## src/rtl/data_mem_arbiter.sv

```systemverilog
// ============================================================================
// data_mem_arbiter : two-port arbiter in front of a single DataMemoryRAM.
// Optional build macro: ARB_ROUND_ROBIN_EN (round-robin ties, else fixed prio).
// Revision: 1.0
// ============================================================================
`default_nettype none

module data_mem_arbiter #(
  parameter int DATA_WIDTH = 32,
  parameter int ADDR_WIDTH = 8
) (
  input  logic                  clk,
  input  logic                  rst,
  input  logic                  req0_valid_i,
  output logic                  req0_ready_o,
  input  logic                  req0_we_i,
  input  logic [ADDR_WIDTH-1:0] req0_addr_i,
  input  logic [DATA_WIDTH-1:0] req0_wdata_i,
  output logic                  resp0_valid_o,
  output logic [DATA_WIDTH-1:0] resp0_rdata_o,
  input  logic                  req1_valid_i,
  output logic                  req1_ready_o,
  input  logic                  req1_we_i,
  input  logic [ADDR_WIDTH-1:0] req1_addr_i,
  input  logic [DATA_WIDTH-1:0] req1_wdata_i,
  output logic                  resp1_valid_o,
  output logic [DATA_WIDTH-1:0] resp1_rdata_o,
  output logic [ADDR_WIDTH-1:0] mem_addr_o,
  output logic                  mem_we_o,
  output logic [DATA_WIDTH-1:0] mem_data_in_o,
  input  logic [DATA_WIDTH-1:0] mem_data_out_i
);

  logic w_prefer0;
  logic w_grant0;
  logic w_grant1;
  logic rsp_vld_q, rsp_vld_d;
  logic rsp_port_q, rsp_port_d;

`ifdef ARB_ROUND_ROBIN_EN
  // last_grant_q = 1 means port 1 was granted most recently, so port 0 wins a tie.
  logic last_grant_q, last_grant_d;
  assign w_prefer0 = last_grant_q;

  always_comb begin
    last_grant_d = last_grant_q;
    if (w_grant1)      last_grant_d = 1'b1;
    else if (w_grant0) last_grant_d = 1'b0;
  end

  always_ff @(posedge clk) begin
    if (rst) last_grant_q <= 1'b1;
    else     last_grant_q <= last_grant_d;
  end
`else
  assign w_prefer0 = 1'b1;
`endif

  assign w_grant0 = ~rst & req0_valid_i & (~req1_valid_i | w_prefer0);
  assign w_grant1 = ~rst & req1_valid_i & ~w_grant0;

  assign req0_ready_o = w_grant0;
  assign req1_ready_o = w_grant1;

  always_comb begin
    mem_addr_o    = '0;
    mem_we_o      = 1'b0;
    mem_data_in_o = '0;
    if (w_grant0) begin
      mem_addr_o    = req0_addr_i;
      mem_we_o      = req0_we_i;
      mem_data_in_o = req0_wdata_i;
    end else if (w_grant1) begin
      mem_addr_o    = req1_addr_i;
      mem_we_o      = req1_we_i;
      mem_data_in_o = req1_wdata_i;
    end
  end

  always_comb begin
    rsp_vld_d  = (w_grant0 & ~req0_we_i) | (w_grant1 & ~req1_we_i);
    rsp_port_d = w_grant1;
  end

  always_ff @(posedge clk) begin
    if (rst) begin
      rsp_vld_q  <= 1'b0;
      rsp_port_q <= 1'b0;
    end else begin
      rsp_vld_q  <= rsp_vld_d;
      rsp_port_q <= rsp_port_d;
    end
  end

  // Gating with rst drops a read that was granted just before reset asserted.
  assign resp0_valid_o = rsp_vld_q & ~rsp_port_q & ~rst;
  assign resp1_valid_o = rsp_vld_q &  rsp_port_q & ~rst;
  assign resp0_rdata_o = mem_data_out_i;
  assign resp1_rdata_o = mem_data_out_i;

endmodule

`default_nettype wire
```

## config.mk

```make
export PLATFORM = sky130hd
export DESIGN_NAME = data_mem_arbiter
export DESIGN_NICKNAME = d
export VERILOG_FILES = /design/src/rtl/data_mem_arbiter.sv
export SDC_FILE = /design/constraint.sdc
export NUM_CORES = 1
export LEC_CHECK = 0
export BUFFER_PORTS_ARGS = -buffer_cell sky130_fd_sc_hd__clkbuf_2
export CELL_PAD_IN_SITES_DETAIL_PLACEMENT = 2
export CELL_PAD_IN_SITES_GLOBAL_PLACEMENT = 2
export CORE_MARGIN = 5
export CORE_UTILIZATION = 11
export DETAILED_ROUTE_END_ITERATION = 7
export PLACE_DENSITY_LB_ADDON = 0.1
export SLEW_MARGIN = 20
export SYNTH_ARGS = -nofsm -noshare
export SYNTH_HDL_FRONTEND = slang
export SYNTH_SLANG_ARGS = --single-unit
```

## constraint.sdc

```tcl
create_clock -name clk -period 1.6 [get_ports clk]
set_clock_uncertainty 0.2 [all_clocks]
set_input_delay 0.48 -clock clk [delete_from_list [all_inputs] [get_ports clk]]
set_output_delay 0.48 -clock clk [all_outputs]
set_load 0.01 [all_outputs]
```

* After elaboration in Yosys (flattened, before gate mapping)
Cells that the tools add are included.
Operators by class: mux-type cells 6, bitwise logic cells 15
Operators with widths (count):
- $mux 32 | 2
- $mux 8 | 2
- $and 1x1->1 | 9
- $not 1->1 | 5
- $mux 1 | 2
- $or 1x1->1 | 1
Word-level totals: bits in registers 2, input port bits 118, logic and storage cells 23

* Depth between registers and ports, before layout
depth in word-level cells 6, mapped depth 4

* Worst setup path before layout
OpenSTA, ideal clock, no wires.
kind in2out, start point input port req1_valid_i, end point output port req1_ready_o, data arrival time 1.093 ns, required time 0.920 ns, setup slack -0.173 ns, stages 3, cells stage by stage buf_4 > buf_2 > nor3b_1
On the way: word-level cells in the longest chain between the ends 2
RTL lines:
- from (decl) | RTL line 21 | input logic req1_valid_i,
- $and 1x1->1 (2 in series) | RTL line 60 | assign w_grant1 = ~rst & req1_valid_i & ~w_grant0;
- to (decl) | RTL line 22 | output logic req1_ready_o,
Every way passes these cells.

* Worst setup path in the final report
start point input port req0_valid_i, end point output port mem_addr_o[5]
On the way: word-level cells in the longest chain between the ends 5
RTL lines:
- from (decl) | RTL line 14 | input logic req0_valid_i,
- $and 1x1->1 * | RTL line 59 | assign w_grant0 = ~rst & req0_valid_i & (~req1_valid_i | w_prefer0);
- $not 1->1 | RTL line 60
- $and 1x1->1 | RTL line 60
- $mux 8 | RTL line 73 | end else if (w_grant1) begin
- $mux 8 * | RTL line 69 | if (w_grant0) begin
- to (decl) | RTL line 28 | output logic [ADDR_WIDTH-1:0] mem_addr_o,
Mark *: on every way between the ends. The rest lies on a longest branch, timed or not.

==> results.md <==
* Overflow left after global routing at 0
* Global routing usage summed across all routing layers at 8.953%
* Routed length per instance at 15.72 um
* CP Capture Type: output port
* Synth-to-Final Area Change at 82.11%
* Count of antenna diodes in the layout at 0
* Clk pin slew, worst setup/hold paths at 0.03 ns
* Max-slew violation count at 0
* Number of search-and-repair iterations in the first detailed-routing pass at 4
* Post-synth EDFFs at 0
* Worst-case vdd ir drop at 0.0002400 V
* IO Pins at 227
* Maximum buffer depth of the clock tree at 2
* Detail Route Antenna Nets at 0
* Largest net degree at the start of global routing at 24
* Max Fclk at 515.8 MHz
* Via count at 1705
* Half-perimeter wire length after detailed placement at 4854 um
* Filler cells at 1404
* Arrival time at the worst endpoint at 1.26 ns
* Worst path most repeated cell: clkbuf_16
* Number of failing hold endpoints at the final stage at 0
* Clock period minus final worst setup slack at 1.939 ns
* Gpl congestion at 0.6300
* Share of the synthesized area in the top cell type at 36.33%
* Share of the clock period used by the worst path after layout at 121.2%
* DRC violations left at 0
* Number of cells in the finished layout apart from fillers at 456
* Global-route wire length before repair at 10390 um
* Cell taking the most area after synthesis: buf_4
* Clock sinks at 2
* Critical path class: input port to output port
* Setup repair after global routing missed its margin: yes
* Post-CTS Hold Buffers at 0
* Area of combinational cells with multiple inputs at 998.5 sq um
* Maximum capacitance violations at 0
* Top cells by area in the synthesized netlist: buf_4, nand3b_1, a21oi_1
* WP data required at 0.92 ns
* Initial Utilization at 11.31%
* Fraction of final layout cells with drive strength greater than 1 at 76.74%
* Number of buffers created by CTS at 3
* Count of distinct cell types in the synthesized netlist at 14
* Antenna violations before repair at 0
* Critical path buffers and inverters at 4
* Share of synthesized flip-flops with an asynchronous set or reset at 0%
* Core footprint at 12060 sq um
* Largest stage delay, worst path at 0.15 ns
* Tightest Pin Transition at 0.1860 ns
* Kind of launch point of the worst setup path: input port
* Net count of the finished layout at 408
* Row cnt at 40
* Setup Viol. Count Final at 44
* Hold crit path type: input port to register
* Areal power density over the cells at 411.4 nW/um^2
* Most frequent cells after synthesis: buf_4, a21oi_1, nand2_1, nand3b_1, clkbuf_1
* Post-synthesis sequential element count at 2
* Number of port buffers at 130
* Failing checks: negative setup slack
* CTS tree: yes
* Die footprint at 14720 sq um
* Synthesized area divided by synthesized cell count at 6.314 sq um
* Post-DP Area at 1961 sq um
* Top flip-flop cell by instance count after synthesis: dfxtp_1
* Clock H-tree levels at 1
* Run status: finished, violations left
* Sequential share of the synthesized area at 2.936%
* Buffer cell driving the clock tree root: clkbuf_16
* Synthesized area at 1364 sq um
* Die boundary height at 121.3 um
* Number of warnings issued by yosys at 0
* Number of DRC markers after the initial detailed-route iteration at 28
* Vias in the first global route at 1924
* Crit path max fanout at 7
* Most used standard cell by instance count after synthesis: buf_4
* Post-layout instance area at 2484 sq um
* Cells after Synth at 216
* Die W at 121.3 um
* Placed Cells at 439
* Tightest slew margin relative to the limit at 87.60%
* Standard cell with the maximum stage delay on the critical path: clkbuf_16
* Static leakage at 1.142 nW
* Synth Net Count at 334
* CP top delay family: buffers and inverters
* Register area at 40.04 sq um
* Drt via density at 3.739
* Setup ws final at -0.3388 ns
* Crit path cell chain: clkbuf_16, buf_12, clkbuf_16, nand2_1, a21oi_2, buf_2
* Total Routed Length at 7167 um
-- routing by layer --
layer | share of wire (%) | vias to the layer above | track usage, % | wire, um
met5 | 0 | - | 0 | 0
met4 | 0.88 | 0 | 2.311 | 63
met3 | 8.6 | 13 | 2.471 | 617
met2 | 52 | 77 | 16.89 | 3749
met1 | 38 | 810 | 9.749 | 2736
li1 | - | 805 | - | -
-- layout make-up --
class	instances	area share [%]
Timing Repair Buffer	152	46.70
Multi-Input combinational cell	131	40.20
Tap cell	168	8.463
Clock buffer	3	3.023
Sequential cell	2	1.612
-- cell families (layout without fill, tap and decap cells) --
| group | count (synthesis) | count (layout) | share of synthesized area, % |
|---|---|---|---|
| buffers and inverters | 83 | 155 | 43.67 |
| AND/OR/NAND/NOR | 89 | 89 | 37.71 |
| AO/OA/AOI/OAI | 42 | 42 | 15.69 |
| flip-flops | 2 | 2 | 2.936 |
-- where the power goes --
| group | switching, mW | total (mW) | internal (mW) |
|---|---|---|---|
| Sequential | 0.00184 | 0.0546 | 0.0528 |
| Clock | 0.0530 | 0.371 | 0.318 |
| Combinational | 0.274 | 0.597 | 0.322 |
| Total | 0.329 | 1.02 | 0.693 |
-- what timing repair did --
| action | in CTS | in global routing |
|---|---|---|
| gates cloned | 6 | 3 |
| buffers inserted | 5 | 0 |
| resized for setup | 30 | 61 |
| pin swaps | 3 | 20 |
| setup endpoints to repair | 45 | 46 |
-- state kept, by name, summed over array words and instances (netlist names) --
signal      count
rsp_vld_q       1
rsp_port_q      1
-- stage by stage --
step                setup slack (ns)  TNS (ns)  utilization, %  hold WS [ns]  power [mW]
global route                 -0.3753    -15.10           20.59        0.3774       1.091
global placement             -0.3919    -15.55           16.26        0.5846      0.5208
floorplan                   -0.04444    -1.424               -        0.4682      0.4822
CTS                          -0.3517    -13.81           19.40        0.3700       1.008
finish                       -0.3388    -12.97           20.59        0.3739       1.022
detailed placement           -0.3968    -15.85           16.26        0.5962      0.5255
-- cells in the final DEF (no fill, tap or decap), types with 2 or more instances in the layout --
| cell | netlist | layout |
|---|---|---|
| a21oi_2 | 1 | 40 |
| a21oi_4 | 0 | 2 |
| buf_12 | 0 | 9 |
| buf_16 | 0 | 6 |
| buf_2 | 5 | 41 |
| buf_4 | 66 | 4 |
| buf_6 | 4 | 3 |
| buf_8 | 0 | 2 |
| clkbuf_16 | 0 | 7 |
| clkbuf_2 | 0 | 83 |
| dfxtp_1 | 2 | 2 |
| nand2_1 | 41 | 21 |
| nand2_2 | 0 | 15 |
| nand2_4 | 0 | 5 |
| nand3b_1 | 41 | 41 |
-- path summary, 6_finish.rpt --
check / startpoint / cells past startpoint / endpoint
setup / recovery: req0_valid_i / 6 / mem_addr_o[5]
hold / removal: req1_we_i / 3 / rsp_vld_q
Note: power is estimated with default switching activity, not from simulation.
